## config.mk

```make
export PLATFORM = sky130hd
export DESIGN_NAME = general_demux_stream_flat
export DESIGN_NICKNAME = d
export VERILOG_FILES = /design/src/rtl/general_demux_stream_if.sv /design/src/rtl/general_demux_stream.sv /design/src/flat_wrapper.sv
export SDC_FILE = /design/constraint.sdc
export NUM_CORES = 1
export LEC_CHECK = 0
export ABC_AREA = 1
export BUFFER_PORTS_ARGS = -buffer_cell sky130_fd_sc_hd__buf_2
export CORE_ASPECT_RATIO = 0.5
export CORE_UTILIZATION = 50
export CTS_CLUSTER_SIZE = 14
export DETAILED_ROUTE_END_ITERATION = 7
export PLACE_DENSITY = 0.89
export SETUP_SLACK_MARGIN = 0.5
export SLEW_MARGIN = 20
export SYNTH_ARGS = -nofsm -noshare
export SYNTH_HDL_FRONTEND = slang
export SYNTH_HIERARCHICAL = 1
export SYNTH_SLANG_ARGS = --single-unit
```

## constraint.sdc

```tcl
create_clock -name clk -period 2.2 [get_ports clk]
set_input_delay 0.22 -clock clk [delete_from_list [all_inputs] [get_ports clk]]
set_output_delay 0.22 -clock clk [all_outputs]
set_load 0.05 [all_outputs]
```

## src/rtl/general_demux_stream_if.sv

```systemverilog
// Handshake bundle for the 1-to-N stream demux: one input stream fanned out to
// NUM_OUTPUTS single-slot lanes, with an error pulse and a drop counter.
interface general_demux_stream_if #(
  parameter int NUM_OUTPUTS = 5,
  parameter int WIDTH       = 4
);
  localparam int SEL_W = $clog2(NUM_OUTPUTS);

  logic [WIDTH-1:0]             in_data;
  logic [SEL_W-1:0]             in_sel;
  logic                         in_valid;
  logic                         in_ready;
  logic                         auto_mode;
  logic [NUM_OUTPUTS*WIDTH-1:0] out_data;
  logic [NUM_OUTPUTS-1:0]       out_valid;
  logic [NUM_OUTPUTS-1:0]       out_ready;
  logic                         err_sel;
  logic [7:0]                   err_cnt;

  modport master (
    output in_data, in_sel, in_valid, auto_mode, out_ready,
    input  in_ready, out_data, out_valid, err_sel, err_cnt
  );

  modport slave (
    input  in_data, in_sel, in_valid, auto_mode, out_ready,
    output in_ready, out_data, out_valid, err_sel, err_cnt
  );
endinterface

```

## src/rtl/general_demux_stream.sv

```systemverilog
// 1-to-NUM_OUTPUTS stream demux: words go to an explicit lane or a round-robin
// lane, each lane owning a one-entry slot; out-of-range selects are dropped.
module general_demux_stream_lane #(
  parameter int WIDTH = 4
) (
  input  logic             clk,
  input  logic             rst,
  input  logic             fill,
  input  logic [WIDTH-1:0] wdata,
  input  logic             ready,
  output logic             valid,
  output logic [WIDTH-1:0] data
);
  logic             valid_q, valid_d;
  logic [WIDTH-1:0] data_q, data_d;

  // Fill wins over drain so a same-cycle drain+fill keeps the slot full.
  always_comb begin
    valid_d = valid_q;
    data_d  = data_q;
    if (valid_q && ready) valid_d = 1'b0;
    if (fill) begin
      valid_d = 1'b1;
      data_d  = wdata;
    end
  end

  always_ff @(posedge clk) begin
    if (rst) begin
      valid_q <= 1'b0;
      data_q  <= '0;
    end else begin
      valid_q <= valid_d;
      data_q  <= data_d;
    end
  end

  assign valid = valid_q;
  assign data  = data_q;
endmodule

module general_demux_stream #(
  parameter int NUM_OUTPUTS = 5,
  parameter int WIDTH       = 4
) (
  input  logic                   clk,
  input  logic                   rst,
  general_demux_stream_if.slave  bus
);
  localparam int SEL_W = $clog2(NUM_OUTPUTS);
  localparam int SW1   = SEL_W + 1;
  localparam logic [SEL_W:0]   NUM_O = SW1'(NUM_OUTPUTS);
  localparam logic [SEL_W-1:0] LAST  = SEL_W'(NUM_OUTPUTS - 1);

  logic [SEL_W-1:0] rr_ptr_q, rr_ptr_d;
  logic             err_sel_q, err_sel_d;
  logic [7:0]       err_cnt_q, err_cnt_d;

  logic [SEL_W-1:0]                  tgt;
  logic                              in_range;
  logic                              in_ready;
  logic                              accept;
  logic [NUM_OUTPUTS-1:0]            tgt_oh;
  logic [NUM_OUTPUTS-1:0]            lane_free;
  logic [NUM_OUTPUTS-1:0]            fill;
  logic [NUM_OUTPUTS-1:0]            lane_valid;
  logic [NUM_OUTPUTS-1:0][WIDTH-1:0] lane_data;

  always_comb begin
    tgt      = bus.auto_mode ? rr_ptr_q : bus.in_sel;
    // Extra MSB keeps the compare unsigned and exact for power-of-two lane counts.
    in_range = {1'b0, tgt} < NUM_O;
    for (int k = 0; k < NUM_OUTPUTS; k++) begin
      tgt_oh[k]    = in_range && (tgt == SEL_W'(k));
      lane_free[k] = ~lane_valid[k] | bus.out_ready[k];
    end
    // Dropped words never stall the input.
    in_ready = ~in_range | (|(tgt_oh & lane_free));
    accept   = bus.in_valid & in_ready;
    fill     = accept ? tgt_oh : '0;

    rr_ptr_d = rr_ptr_q;
    if (accept && bus.auto_mode)
      rr_ptr_d = (rr_ptr_q == LAST) ? '0 : rr_ptr_q + 1'b1;

    err_sel_d = accept & ~in_range;
    err_cnt_d = err_cnt_q;
    if (err_sel_d && err_cnt_q != 8'hFF) err_cnt_d = err_cnt_q + 8'd1;
  end

  always_ff @(posedge clk) begin
    if (rst) begin
      rr_ptr_q  <= '0;
      err_sel_q <= 1'b0;
      err_cnt_q <= '0;
    end else begin
      rr_ptr_q  <= rr_ptr_d;
      err_sel_q <= err_sel_d;
      err_cnt_q <= err_cnt_d;
    end
  end

  for (genvar k = 0; k < NUM_OUTPUTS; k++) begin : g_lane
    general_demux_stream_lane #(.WIDTH(WIDTH)) u_lane (
      .clk   (clk),
      .rst   (rst),
      .fill  (fill[k]),
      .wdata (bus.in_data),
      .ready (bus.out_ready[k]),
      .valid (lane_valid[k]),
      .data  (lane_data[k])
    );
  end

  assign bus.in_ready  = in_ready;
  assign bus.out_data  = lane_data;
  assign bus.out_valid = lane_valid;
  assign bus.err_sel   = err_sel_q;
  assign bus.err_cnt   = err_cnt_q;
endmodule

```

## src/flat_wrapper.sv

```systemverilog
// flat-port wrapper written by rule: the top's interface ports become plain ports
module general_demux_stream_flat 
#(
  parameter int NUM_OUTPUTS = 5,
  parameter int WIDTH       = 4
)
  (clk, rst, bus_in_data, bus_in_sel, bus_in_valid, bus_auto_mode, bus_out_ready, bus_in_ready, bus_out_data, bus_out_valid, bus_err_sel, bus_err_cnt);
  general_demux_stream_if #(.NUM_OUTPUTS(NUM_OUTPUTS), .WIDTH(WIDTH)) bus_i ();
  input  logic clk;
  input  logic rst;
  input wire logic [$bits(bus_i.in_data)-1:0] bus_in_data;
  input wire logic [$bits(bus_i.in_sel)-1:0] bus_in_sel;
  input wire logic [$bits(bus_i.in_valid)-1:0] bus_in_valid;
  input wire logic [$bits(bus_i.auto_mode)-1:0] bus_auto_mode;
  input wire logic [$bits(bus_i.out_ready)-1:0] bus_out_ready;
  output wire logic [$bits(bus_i.in_ready)-1:0] bus_in_ready;
  output wire logic [$bits(bus_i.out_data)-1:0] bus_out_data;
  output wire logic [$bits(bus_i.out_valid)-1:0] bus_out_valid;
  output wire logic [$bits(bus_i.err_sel)-1:0] bus_err_sel;
  output wire logic [$bits(bus_i.err_cnt)-1:0] bus_err_cnt;
  assign bus_i.in_data = bus_in_data;
  assign bus_i.in_sel = bus_in_sel;
  assign bus_i.in_valid = bus_in_valid;
  assign bus_i.auto_mode = bus_auto_mode;
  assign bus_i.out_ready = bus_out_ready;
  assign bus_in_ready = bus_i.in_ready;
  assign bus_out_data = bus_i.out_data;
  assign bus_out_valid = bus_i.out_valid;
  assign bus_err_sel = bus_i.err_sel;
  assign bus_err_cnt = bus_i.err_cnt;
  general_demux_stream #(.NUM_OUTPUTS(NUM_OUTPUTS), .WIDTH(WIDTH)) u_core (.clk(clk), .rst(rst), .bus(bus_i));
endmodule
```

Word-level counts from Yosys, hierarchy flattened. Cells that the tools add are included.

Flip-flop bits (word level): 37. Input bits: 16.

Mux-type cells: 13. $lt $le $gt $ge: 1. Reduce and logical (&&, ||, !) cells: 19. $add $sub $neg: 2. Bitwise gates (word level): 15. Equality and inequality tests: 6.

Operators by type and width (count): logical AND 1 bit (12); two-way mux 1 bit (10); nonzero test 2 bit (5); adder 8 x 1 -> 8 bit, second input constant (1); inequality test 8 bit, second input constant (1); == test 3 x 2 -> 1 bit, second input constant (2); == test 3 bit, second input constant (2); two-way mux 3 bit (2); NOT 1 bit (6); OR 1 bit (6); bitwise AND 5 bit (1); two-way mux 5 bit (1); OR reduction 5 bit (1); adder 3 x 1 -> 3 bit, second input constant (1); == test 3 x 1 -> 1 bit, second input constant (1); zero test 3 bit (1); less-than comparator 3 bit, second input constant (1); bitwise AND 1 bit (2).

Logic depth before layout (Yosys ltp).
Word-level depth: 9. Gate-level depth with buffers: 13. Depth with buffers taken out: 13.

By module. Netlist, hierarchy kept.

By module, submodules not included: general_demux_stream_lane (seq. area each 100.1 um^2, times used 5, area an instance 173.9 um^2, cells each 22); general_demux_stream (seq. area each 240.2 um^2, times used 1, area an instance 860.8 um^2, cells each 123).

Worst setup path before layout. Ideal clock, no wire load.

Path type: reg2reg. Start: register u_core.err_cnt_q[0], in the netlist u_core/bus.err_cnt[0]. End: register u_core.err_cnt_q[3], in the netlist u_core/bus.err_cnt[3]. Path buffers: 0. Stages on the path, launching flop included: 9. Data required time: 2.054 ns. Slack: 0.269 ns. Period minus slack after synthesis: 1.931 ns. Arrival time: 1.785 ns. Cell sequence: dfxtp_1 ha_1 nand2_1 nor2_1 nand3_1 nand4_1 nor2_2 o21ai_0 a21oi_1.

Longest elaborated chain between the ends: 2. Elaborated cells on any way between the ends: 3. Those cells by class: add/sub: 1; eq/ne: 1; reduce/logical: 1.

RTL lines: start, declared (line general_demux_stream.sv:57) `logic [7:0] err_cnt_q, err_cnt_d;`; start signal, assigned (line general_demux_stream.sv:99) `err_cnt_q <= err_cnt_d;`; branches (longest 2 deep; another with adder 8 x 1 -> 8 bit).

Parallel ways; which one is timed is not known. A chain may end at the register's enable or synchronous reset.

Worst setup path after layout.
Start: register u_core.rr_ptr_q[0]. End: register u_core.g_lane[0].u_lane.data_q[3].

Longest elaborated chain between the ends: 8. Elaborated cells on any way between the ends: 18. Those cells by class: order compare: 1; eq/ne: 4; mux: 2; bitwise: 4; reduce/logical: 7.

RTL lines: start, declared (line general_demux_stream.sv:55) `logic [SEL_W-1:0] rr_ptr_q, rr_ptr_d;`; start signal, assigned (line general_demux_stream.sv:97) `rr_ptr_q <= rr_ptr_d;`; two-way mux 3 bit * (line general_demux_stream.sv:70) `tgt = bus.auto_mode ? rr_ptr_q : bus.in_sel;`; less-than comparator 3 bit (tied with other cells) (line general_demux_stream.sv:72) `in_range = {1'b0, tgt} < NUM_O;`; logical AND 1 bit (line general_demux_stream.sv:74) `tgt_oh[k] = in_range && (tgt == SEL_W'(k));`; bitwise AND 5 bit (line general_demux_stream.sv:78) `in_ready = ~in_range | (|(tgt_oh & lane_free));`; OR reduction 5 bit (line general_demux_stream.sv:78); OR 1 bit (line general_demux_stream.sv:78); bitwise AND 1 bit (line general_demux_stream.sv:79) `accept = bus.in_valid & in_ready;`; two-way mux 5 bit * (line general_demux_stream.sv:80) `fill = accept ? tgt_oh : '0;`; net u_core.fill[0] (line general_demux_stream.sv:65) `logic [NUM_OUTPUTS-1:0] fill;`; end signal, assigned (line general_demux_stream.sv:34) `data_q <= data_d;`; end, declared (line general_demux_stream.sv:15) `logic [WIDTH-1:0] data_q, data_d;`.

Mark *: on every way through the listed nets, which the timed path passes. The rest lies on a longest branch.

==> impl_metrics.json <==
{
  "fin_crit_ns": 2.07,
  "worst_r2r_startpoint": "u_core/rr_ptr_q[0]",
  "synthesis.nets": 252,
  "netlist_area_um2": 1730,
  "max_slew_margin_pct": 74.0,
  "row_count": 14,
  "slowest_delay_ns": 0.38,
  "gp_congestion": 0.872,
  "cts-root-buf": "clkbuf_8",
  "synth_area_per_cell_um2": 7.43,
  "worst_slew_pin_slew_ns": 0.390,
  "grt_pass1_vias": 1829,
  "dp.cells": 323,
  "clkTransAtPathRegs_ns": 0.07,
  "cts_buffers": 5,
  "cts_tree": "built",
  "synth_edf_count": 0,
  "io_pins": 51,
  "grt_overflow": 0,
  "synth_compound_area_share_pct": 14.5,
  "slew_viol_final": 0,
  "crit_path_max_fanout": 5,
  "layout_setup_ws_ns": 0.129,
  "synth-simple-area-share_pct": 32.4,
  "antenna_found_initial": 0,
  "stdcell_count": 352,
  "muxShareOfSynthArea_pct": 0,
  "async_flop_share_pct": 0,
  "synthXorXnorAreaFrac_pct": 0.506,
  "hold_class": "in -> reg",
  "num-fill-cells": 163,
  "seq_area_frac_synth_pct": 42.8,
  "final-hold-violation-count": 0,
  "dieArea_um2": 3710,
  "htreeDepth": 2,
  "final_util_pct": 81.8,
  "syn_inst": 233,
  "critical_path.top_delay_family": "simple AND/OR/NAND/NOR gates",
  "timing.fmax_mhz": 483,
  "met2_usage_pct": 52.9,
  "ys_seq_elements": 37,
  "clock_skew_ns": 0.00369,
  "area_growth_pct": 49.1,
  "fin_nets": 331,
  "busiest_layer": "met2",
  "die_h_um": 43.6,
  "dieWidth_um": 85.2,
  "ys.warnings.count": 6,
  "cp-start-kind": "flip-flop",
  "holdPathStages": 4,
  "worst-r2r-cell-count": 14,
  "start_util_pct": 54.9,
  "synth_top_family_by_area": "simple AND/OR/NAND/NOR gates",
  "rsz0062_at_grt": "true",
  "final_cell_mix": "49 x buf_2, 37 x nor2_1, 26 x nand2_1",
  "stdcell_area_um2": 2580,
  "path_buf_inv": 3,
  "dr_total_vias": 2203,
  "min_to": "u_core/g_lane[1].u_lane/valid",
  "endpoint_kind": "flip-flop",
  "grt_usage_pct": 30.2,
  "wl_um": 7110,
  "crit_slowest_cell": "dfxtp_4",
  "clk_path_buf_depth": 2,
  "fin_tns_setup_ns": 0,
  "grt_use_met1_pct": 34.6,
  "final_common_cell": "buf_2",
  "vias_per_cell": 6.26,
  "synthDistinctLibCells": 26,
  "outcome": "complete, no violations",
  "totalPowerFinal_mw": 1.63,
  "cp.arrival_ns": 2.24,
  "min-delay-start": "bus_out_ready[1]",
  "cts_hold_buf": 0,
  "port_buffers": 50,
  "worst_r2r_endpoint": "u_core/g_lane[0].u_lane/data[3]",
  "grt_max_degree": 17,
  "place_area_um2": 2070,
  "grtUsageMet3_pct": 8.00,
  "wl_per_cell_um": 20.2,
  "p_per_area_nw_per_um2": 632,
  "dr.first_iter.drc_count": 289,
  "p_leak_nw": 1.21,
  "clock_latency_ns": 0.29,
  "cp-startpoint": "u_core/rr_ptr_q[0]",
  "synth_flop_cell": "dfxtp_1",
  "place_ws_ns": 0.333,
  "diodes": 0,
  "dpl.hpwl_um": 2990,
  "synth_fa_ha_area_share_pct": 2.17,
  "cts.sink_count": 37,
  "ir_worst_vdd_uv": 537,
  "drc": 0,
  "hold_slack_ns": 0.216,
  "required_ns": 2.37,
  "finalSetupViolations": 0,
  "first_pass_iters": 6,
  "crit_chain": "inv_4 > nand2_4 > nand2_8 > nand3_1 > nand2_1 > nand2_1 > nor2_2 > nand2_4 > nand2_8 > buf_6 > nor3_4 > inv_2 > nor2_2 > nor2_1",
  "r2r_slack_ns": 0.13,
  "ant_nets": 0,
  "core_um2": 3150,
  "min_period_over_period_pct": 94.1,
  "maxCapViolCount": 0,
  "drive_gt1_share_pct": 51.3,
  "grt_pass1_wl_um": 8480,
  "path_class": "reg -> reg"
}
area by class of cell:
class	instances	area, um2	share of cell area [%]
inverters	33	141	5.48
multi-input cells	163	1080	42.0
clock inverters	1	7.51	0.291
well taps	40	50.0	1.94
flip-flops and latches	37	758	29.4
clock buffers	6	82.6	3.20
repair buffers	72	455	17.7
routing by layer:
layer | part of all wire, % | up-vias
met4 | 8.8 | 0
met3 | 12 | 83
met1 | 37 | 980
met5 | 0 | -
li1 | - | 896
met2 | 43 | 244
sequential cells by signal, indices dropped and copies added (netlist names):
| register | cells |
|---|---|
| u_core/bus.err_cnt | 8 |
| u_core/bus.err_sel | 1 |
| u_core/g_lane.u_lane/data | 20 |
| u_core/g_lane.u_lane/valid | 5 |
| u_core/rr_ptr_q | 3 |
cell families (layout without fill, tap and decap cells):
logic type / after synthesis / after routing
and+or+nand+nor: 117 / 117
AOI/OAI and AO/OA: 42 / 42
DFF: 37 / 37
buffers and inverters: 33 / 112
adders and majority gates: 3 / 3
xor gates and xnor gates: 1 / 1
worst register-to-register path: stages (launching register included):
cell and delay (ns):
dfxtp_4 0.38, inv_4 0.05, nand2_4 0.10, nand2_8 0.09, nand3_1 0.10, nand2_1 0.11, nand2_1 0.11, nor2_2 0.06
nand2_4 0.10, nand2_8 0.08, buf_6 0.13, nor3_4 0.29, inv_2 0.15, nor2_2 0.15, nor2_1 0.07
repair_timing:
| item | 4_1_cts | 5_1_grt |
|---|---|---|
| gates resized for setup | 20 | 58 |
| pin swaps | 15 | 32 |
| setup buffers | 13 | 9 |
| endpoints found under the hold margin | 0 | 0 |
| setup endpoints to repair | 26 | 36 |
power breakdown:
group / total [mW] / leakage, nW / internal (mW) / switching, mW
sequential: 0.714 / 0.306 / 0.695 / 0.0190
combinational: 0.432 / 0.861 / 0.140 / 0.292
clock: 0.485 / 0.0433 / 0.247 / 0.237
total: 1.63 / 1.21 / 1.08 / 0.548
worst max path at each step:
stage | to | cells after the start
final | u_core/g_lane[0].u_lane/data[3] | 14
after floorplan | u_core/bus.err_cnt[3] | 8
after CTS | u_core/g_lane[1].u_lane/data[3] | 13
after global placement | u_core/g_lane[4].u_lane/data[1] | 14
after detailed placement | u_core/g_lane[4].u_lane/data[3] | 14
after global routing | u_core/g_lane[0].u_lane/data[1] | 14
synthesized netlist by cell type, drive strengths merged, types with 3 or more instances:
master  instances  share of area, %
o21ai          25               7.4
nor2           59                13
nand4           3               1.1
inv            32               7.1
nand2          39                11
a21oi          14               5.1
ha              3               2.2
a31oi           3               2.0
dfxtp          37                43
nor3            4               1.2
nand3          10               4.8
Note: power is estimated with default switching activity, not from simulation.
